## config.mk

```make
export PLATFORM = sky130hd
export DESIGN_NAME = apb_timer_multi
export DESIGN_NICKNAME = d
export VERILOG_FILES = /design/src/rtl/apb_timer_multi.sv
export SDC_FILE = /design/constraint.sdc
export NUM_CORES = 1
export LEC_CHECK = 0
export CELL_PAD_IN_SITES_DETAIL_PLACEMENT = 1
export CELL_PAD_IN_SITES_GLOBAL_PLACEMENT = 1
export CORE_ASPECT_RATIO = 0.75
export CORE_UTILIZATION = 40
export DETAILED_ROUTE_END_ITERATION = 12
export HOLD_SLACK_MARGIN = 0.1
export PLACE_DENSITY = 0.78
export SETUP_SLACK_MARGIN = 0.15
export SLEW_MARGIN = 20
export SYNTH_ARGS = -nofsm -noshare
export SYNTH_HDL_FRONTEND = slang
export SYNTH_SLANG_ARGS = --single-unit
```

## constraint.sdc

```tcl
create_clock -name pclk -period 2.2 [get_ports pclk]
set_clock_uncertainty 0.1 [all_clocks]
set_input_delay 0.44 -clock pclk [delete_from_list [all_inputs] [get_ports pclk]]
set_output_delay 0.44 -clock pclk [all_outputs]
set_load 0.01 [all_outputs]
```

## src/rtl/apb_timer_multi.sv

```systemverilog
// Multi-channel APB timer: per-channel load register, control, sticky status and counter.
// Define TIMER_AUTORELOAD_EN to make TCR[6] reload TDR on overflow/underflow instead of wrapping.
module apb_timer_multi #(
  parameter int CNT_WIDTH = 8,
  parameter int NUM_CH    = 2
) (
  input  logic              pclk,
  input  logic              preset_n,
  input  logic              psel,
  input  logic              penable,
  input  logic              pwrite,
  input  logic [7:0]        paddr,
  input  logic [31:0]       pwdata,
  output logic [31:0]       prdata,
  output logic              pready,
  output logic              pslverr,
  output logic [NUM_CH-1:0] irq
);

  // APB: setup phase is psel & ~penable, access phase is psel & penable; pready is
  // always 1 so every access phase completes on its edge. Read data and pslverr are
  // registered on the setup edge so they are stable for the whole access phase.
  localparam logic [CNT_WIDTH-1:0] ALL_ONES = '1;

  logic [1:0]  ch;
  logic [1:0]  reg_sel;
  logic        bad_ch;
  logic        setup;
  logic        wr_en;
  logic [31:0] rd_words [NUM_CH];
  logic [31:0] rd_sel;
  logic        unused;

  assign ch      = paddr[5:4];
  assign reg_sel = paddr[3:2];
  assign bad_ch  = ({30'd0, ch} >= 32'(NUM_CH));
  assign setup   = psel & ~penable;
  assign wr_en   = psel & penable & pwrite & ~bad_ch;
  assign pready  = 1'b1;
  assign unused  = ^{paddr[7:6], paddr[1:0], pwdata};

  for (genvar g = 0; g < NUM_CH; g++) begin : gen_ch
    logic [CNT_WIDTH-1:0] tdr;
    logic [CNT_WIDTH-1:0] cnt;
    logic [6:0]           tcr;
    logic [1:0]           tsr;
    logic [3:0]           presc;
    logic                 irq_r;
    logic                 sel, wr_tdr, wr_tcr, wr_tsr, load;
    logic                 en, down, ar, tick, ovf_set, udf_set, ar_bit;
    logic [3:0]           limit;

    assign sel    = wr_en & (ch == 2'(g));
    assign wr_tdr = sel & (reg_sel == 2'd0);
    assign wr_tcr = sel & (reg_sel == 2'd1);
    assign wr_tsr = sel & (reg_sel == 2'd2);
    assign load   = wr_tcr & pwdata[7];

`ifdef TIMER_AUTORELOAD_EN
    assign ar_bit = pwdata[6];
`else
    assign ar_bit = 1'b0;
`endif

    assign en      = tcr[4];
    assign down    = tcr[5];
    assign ar      = tcr[6];
    assign limit   = 4'((5'd2 << tcr[1:0]) - 5'd1);
    assign tick    = en & (presc == limit);
    // A load in the same cycle swallows the tick, so it also suppresses the flags.
    assign ovf_set = tick & ~load & ~down & (cnt == ALL_ONES);
    assign udf_set = tick & ~load &  down & (cnt == '0);

    always_ff @(posedge pclk or negedge preset_n) begin
      if (!preset_n) begin
        tdr   <= '0;
        cnt   <= '0;
        tcr   <= '0;
        tsr   <= '0;
        presc <= '0;
        irq_r <= 1'b0;
      end else begin
        if (wr_tdr) tdr <= pwdata[CNT_WIDTH-1:0];
        if (wr_tcr) tcr <= {ar_bit, pwdata[5:0]};

        if (!en || wr_tcr || tick) presc <= '0;
        else                       presc <= presc + 4'd1;

        if (load) begin
          cnt <= tdr;
        end else if (tick) begin
          if (!down) cnt <= (cnt == ALL_ONES) ? (ar ? tdr : '0) : cnt + 1'b1;
          else       cnt <= (cnt == '0) ? (ar ? tdr : ALL_ONES) : cnt - 1'b1;
        end

        tsr   <= (tsr & ~(wr_tsr ? pwdata[1:0] : 2'b00)) | {udf_set, ovf_set};
        irq_r <= (tsr[0] & tcr[2]) | (tsr[1] & tcr[3]);
      end
    end

    always_comb begin
      rd_words[g] = '0;
      case (reg_sel)
        2'd0:    rd_words[g] = 32'(tdr);
        2'd1:    rd_words[g] = {25'd0, tcr};
        2'd2:    rd_words[g] = {30'd0, tsr};
        default: rd_words[g] = 32'(cnt);
      endcase
    end

    assign irq[g] = irq_r;
  end

  always_comb begin
    rd_sel = '0;
    for (int i = 0; i < NUM_CH; i++) begin
      if (ch == 2'(i)) rd_sel = rd_words[i];
    end
  end

  always_ff @(posedge pclk or negedge preset_n) begin
    if (!preset_n) begin
      prdata  <= '0;
      pslverr <= 1'b0;
    end else begin
      pslverr <= setup & bad_ch;
      prdata  <= (setup & ~pwrite & ~bad_ch) ? rd_sel : '0;
    end
  end

endmodule

```

-- Yosys cells after proc, flatten, opt, wreduce, memory -nomap -nowiden
Cells that the tools add are included.
- bits in registers: 91
- $add $sub $neg: 8
- magnitude comparators: 1
- equal/unequal tests: 7
- shift-type cells: 2
- multiplexer cells: 19
- bitwise gates (word level): 48
- reductions and logical operators: 12
- operators with widths (operator ; number):
    $mux 32 ; 3
    $mux 8 ; 10
    $pmux 8 s3 ; 2
    $and 1x1->1 ; 33
    $add 8x1->8 const B ; 2
    $eq 8x8->1 const B ; 2
    $logic_not 8->1 ; 2
    $sub 8x1->8 const B ; 2
    $add 4x1->4 const B ; 2
    $eq 4x4->1 ; 2
    $mux 4 ; 2
    $shl 2x2->4 const A ; 2
    $sub 4x1->4 const B ; 2
    $not 1->1 ; 7
    $and 2x2->2 ; 2
    $eq 2x1->1 const B ; 2
    $logic_not 2->1 ; 2
    $logic_or 1x1->1 ; 4
    $mux 2 ; 2
    $not 2->2 ; 2
    $or 2x2->2 ; 2
    $reduce_bool 2->1 ; 2
    $eq 2x2->1 const B ; 1
    $ge 2x2->1 const B ; 1
    2 further kinds ; 4

-- Longest topological paths before layout
- depth after elaboration: 11
- depth in mapped cells: 8
- mapped depth without buffers: 7

-- Worst setup path after synthesis
No wires, ideal clock.
- path kind: reg2reg
- start: reg gen_ch[0].cnt[0]
- end: reg gen_ch[0].cnt[7]
- arrival: 1.557 ns
- data required time: 1.956 ns
- setup slack: 0.400 ns
- stages on the path, launching flop included: 8
- path buffers: 1
- period minus slack after synthesis: 1.800 ns
- path through: dfrtp_1 -> clkbuf_1 -> inv_1 -> ha_1 -> mux2_2 -> a31oi_1 -> and4_1 -> o31ai_1
- cells in the longest elaborated chain, start to end: 5
- elaborated cells between the ends (all ways): 9
- classes of those cells: 2 x add/sub; 1 x eq/ne; 5 x mux; 1 x reduce/logical
- ends and longest elaborated chain (item ; line ; source):
    start, declared ; 44 ; logic [CNT_WIDTH-1:0] cnt;
    start signal, assigned ; 90 ; cnt <= tdr;
    start signal, assigned ; 92 ; if (!down) cnt <= (cnt == ALL_ONES) ? (ar ? tdr : '0) : cnt + 1'b1;
    start signal, assigned ; 93 ; else cnt <= (cnt == '0) ? (ar ? tdr : ALL_ONES) : cnt - 1'b1;
    $add 8x1->8 (tied with other cells) ; 92 ;
    $mux 8, on equally long branches ; 92, 93 ;
    $mux 8 (*) ; 92 ;
    $mux 8 (*) ; 91 ; end else if (tick) begin
    $mux 8 (*) ; 89 ; if (load) begin
Every way passes the cells marked *; elsewhere a longest branch is shown, timed or not. The select of a mux whose other input is x is not followed.
A chain may end at the register's enable or synchronous reset.

-- Final worst setup path
- start: in pwrite
- end: reg gen_ch[1].tcr[5]
- cells in the longest elaborated chain, start to end: 4
- ends and longest elaborated chain (item ; line ; source):
    start, declared ; 11 ; input logic pwrite,
    $and 1x1->1 (2 in series) ; 38 ; assign wr_en = psel & penable & pwrite & ~bad_ch;
    $and 1x1->1 ; 53 ; assign sel = wr_en & (ch == 2'(g));
    $and 1x1->1 ; 55 ; assign wr_tcr = sel & (reg_sel == 2'd1);
    end signal, assigned ; 84 ; if (wr_tcr) tcr <= {ar_bit, pwdata[5:0]};
    end, declared ; 45 ; logic [6:0] tcr;
No other way between the ends.

==> flow_summary.json <==
{
  "status": "complete, no violations",
  "final_antenna_net_count": 0,
  "multi_input_area_um2": 2280,
  "grt-ovfl-total": 0,
  "hold_depth": 1,
  "slowest_stage": "clkdlybuf4s50_1",
  "ios": 81,
  "cts_buffer_depth": 2,
  "dp_hpwl_mm": 9.12,
  "drc": 0,
  "drtIter0Drc": 174,
  "hold_violations": 0,
  "io_buffers": 27,
  "routed_wl_mm": 12.6,
  "yosysWarningCount": 0,
  "yosysSeqAreaShare": 0.401,
  "synth_edf_count": 0,
  "r2r_slack_ns": 0.23,
  "grt_usage": 0.246,
  "gp_congestion": 0.898,
  "syn_area_per_cell_um2": 9.60,
  "worstPathCellList": "clkdlybuf4s50_1, nand3_1, or2_1, nor2b_1, buf_4, mux2_2",
  "min_period_over_period": 0.900,
  "syn2layout_area_growth_pct": 21.9,
  "required_ns": 2.32,
  "crit_type": "input pin to register",
  "cts.htree.levels": 3,
  "die_area_um2": 10900,
  "reg2regPathDepth": 5,
  "drive_gt1_frac": 0.222,
  "pre_cts_slack_ns": -0.145,
  "min_to": "gen_ch[0].presc[0]",
  "ys.flop_type": "dfrtp_1",
  "wl_per_cell_um": 20.2,
  "chipWidth_um": 120,
  "synthesis.area_um2": 4190,
  "setup_ws_ns": 0.221,
  "fill_cells": 1100,
  "crit_arrival_ns": 2.10,
  "grt_max_degree": 68,
  "drtPass1Iterations": 4,
  "hp-class": "register to register",
  "final_net_count": 540,
  "setup_viol": 0,
  "grt_pass1_wl_mm": 20.5,
  "worst-path-buf-inv": 2,
  "hp-start": "gen_ch[0].presc[0]",
  "seqCellArea_um2": 1680,
  "period_needed_ns": 1.98,
  "start_util": 0.423,
  "rsz0062_at_grt": "true",
  "holdWs_ns": 0.415,
  "cts_sinks": 67,
  "fmax_mhz": 505,
  "worst_slew_pin_slew_ns": 0.564,
  "r2r-end": "gen_ch[1].cnt[3]",
  "cts_buffers": 9,
  "power_density_nw_per_um2": 885,
  "cts_setup_buffers": 0,
  "antenna_found_initial": 1,
  "endpoint_kind": "register",
  "r2r-start": "gen_ch[1].tcr[0]",
  "grt_pass1_vias": 3697,
  "synth.distinct_cells": 66,
  "ys_async_sr_fraction": 1.00,
  "startpoint_type": "input pin",
  "cp_max_fo": 7,
  "vias_per_cell": 5.77,
  "cts-root-buf": "clkbuf_16",
  "max_slew_margin": 0.624,
  "clk_pin_slew_ns": 0.06,
  "irDropWorstVdd_v": 0.000363,
  "cts_tree": "yes",
  "ys_seq_elements": 67,
  "drv_cap": 0,
  "dr_total_vias": 3600,
  "core_area_um2": 9890,
  "p_leak_nw": 2.25,
  "diodes": 0,
  "cpPeakStageDelay_ns": 0.50,
  "syn_inst": 436,
  "rows": 31,
  "crit_family": "buffers and inverters",
  "clk_latency_ns": 0.34,
  "finalMaxSlewViolations": 0,
  "die_h_um": 90.6
}
## area by class of cell
class | count | area share
Clock buffer | 11 | 0.0495
Clock inverter | 5 | 0.0120
Inverter | 9 | 0.00662
Sequential cell | 67 | 0.329
Multi-Input combinational cell | 331 | 0.446
Timing Repair Buffer | 69 | 0.124
Tap cell | 132 | 0.0324
## cells in the final DEF (no fill, tap or decap), types with 3 or more instances in the layout
cell type	count
clkinvlp_4	3
nand2_1	50
a221oi_1	3
and3_1	5
nor3b_1	3
o22ai_1	6
buf_12	4
mux4_2	4
and2_1	3
nand3_1	19
a22o_1	5
xnor2_1	11
o21ai_0	27
nor2_1	23
nor2b_1	5
dfrtp_1	65
mux2i_1	14
nand2b_1	5
nor3_1	11
conb_1	25
mux2_2	27
nand4_1	3
a21oi_1	12
ha_1	8
clkdlybuf4s50_1	26
buf_4	37
a31oi_1	6
inv_1	9
clkbuf_16	9
## report_power, final
group	switching, W	internal, W	total (W)
Sequential	0.000333	0.00141	0.00174
Combinational	0.000692	0.000575	0.00127
Clock	0.000569	0.000941	0.00151
Total	0.00159	0.00292	0.00452
## routing by layer
layer	GRT usage	share of wire	vias to the layer above
met2	0.377	0.46	116
met3	0.0600	0.056	23
met4	0.0760	0.017	2
met5	0	0.0010	-
li1	-	-	1621
met1	0.342	0.47	1838
## state kept, by name (all words and copies together) (netlist names)
| name | count |
|---|---|
| gen_ch.cnt | 16 |
| gen_ch.irq_r | 2 |
| gen_ch.presc | 8 |
| gen_ch.tcr | 12 |
| gen_ch.tdr | 16 |
| gen_ch.tsr | 4 |
| prdata | 8 |
| pslverr | 1 |
## cell families after synthesis
group | after synthesis | share of synthesized area
compound gates | 86 | 0.138
xor+xnor | 13 | 0.0272
fa+ha+maj | 8 | 0.0239
buf+inv | 61 | 0.0849
flops | 67 | 0.401
mux | 45 | 0.128
other cells | 2 | 0.00179
simple gates | 154 | 0.196
## synth_stat cells, types with 3 or more instances
| library cell | instances | share of area |
|---|---|---|
| clkbuf_1 | 9 | 0.0081 |
| o21ai_0 | 27 | 0.032 |
| inv_1 | 9 | 0.0081 |
| nand4_1 | 3 | 0.0045 |
| xnor2_1 | 11 | 0.023 |
| a221oi_1 | 3 | 0.0063 |
| dfrtp_1 | 67 | 0.40 |
| mux2_2 | 27 | 0.073 |
| buf_4 | 29 | 0.052 |
| a31oi_1 | 6 | 0.0090 |
| nor3_1 | 12 | 0.014 |
| mux2i_1 | 14 | 0.033 |
| nand2_1 | 51 | 0.046 |
| o22ai_1 | 6 | 0.0090 |
| nor3b_1 | 4 | 0.0072 |
| and3_1 | 5 | 0.0075 |
| and2_1 | 3 | 0.0045 |
| nand3_1 | 19 | 0.023 |
| a21oi_1 | 12 | 0.014 |
| mux4_2 | 4 | 0.022 |
| ha_1 | 8 | 0.024 |
| nor2b_1 | 5 | 0.0075 |
| nor2_1 | 23 | 0.021 |
| nand2b_1 | 5 | 0.0075 |
| a22o_1 | 5 | 0.010 |
| buf_2 | 14 | 0.017 |
## how the worst max path moves through the flow
stage | cells past startpoint | slack, ns | start | to
6_report | 6 | 0.22 | pwrite | gen_ch[1].tcr[5]
5_1_grt | 6 | 0.12 | gen_ch[1].cnt[1] | gen_ch[1].cnt[5]
4_1_cts | 7 | 0.15 | gen_ch[1].cnt[0] | gen_ch[1].cnt[3]
3_5_place_dp | 6 | -0.15 | paddr[4] | gen_ch[0].tcr[4]
3_3_place_gp | 5 | -0.09 | paddr[2] | prdata[1]
2_1_floorplan | 7 | 0.40 | paddr[3] | gen_ch[1].cnt[5]
## per-stage QoR
step                instance area (um2)   util  power [W]  setup TNS [ns]  instances
floorplan                          4270      -    0.00253               0        459
global placement                   4740  0.479    0.00288          -0.650        607
detailed placement                 4740  0.479    0.00296           -2.72        607
CTS                                5060  0.512    0.00450               0        624
global route                       5100  0.516    0.00475               0        624
finish                             5100  0.516    0.00452               0        624
## what timing repair did
action	in CTS	in global routing
endpoints found under the setup margin	0	19
gates resized for setup	0	9
hold endpoints to repair	67	0
hold buffers	1	0
Note: power is estimated with default switching activity, not from simulation.
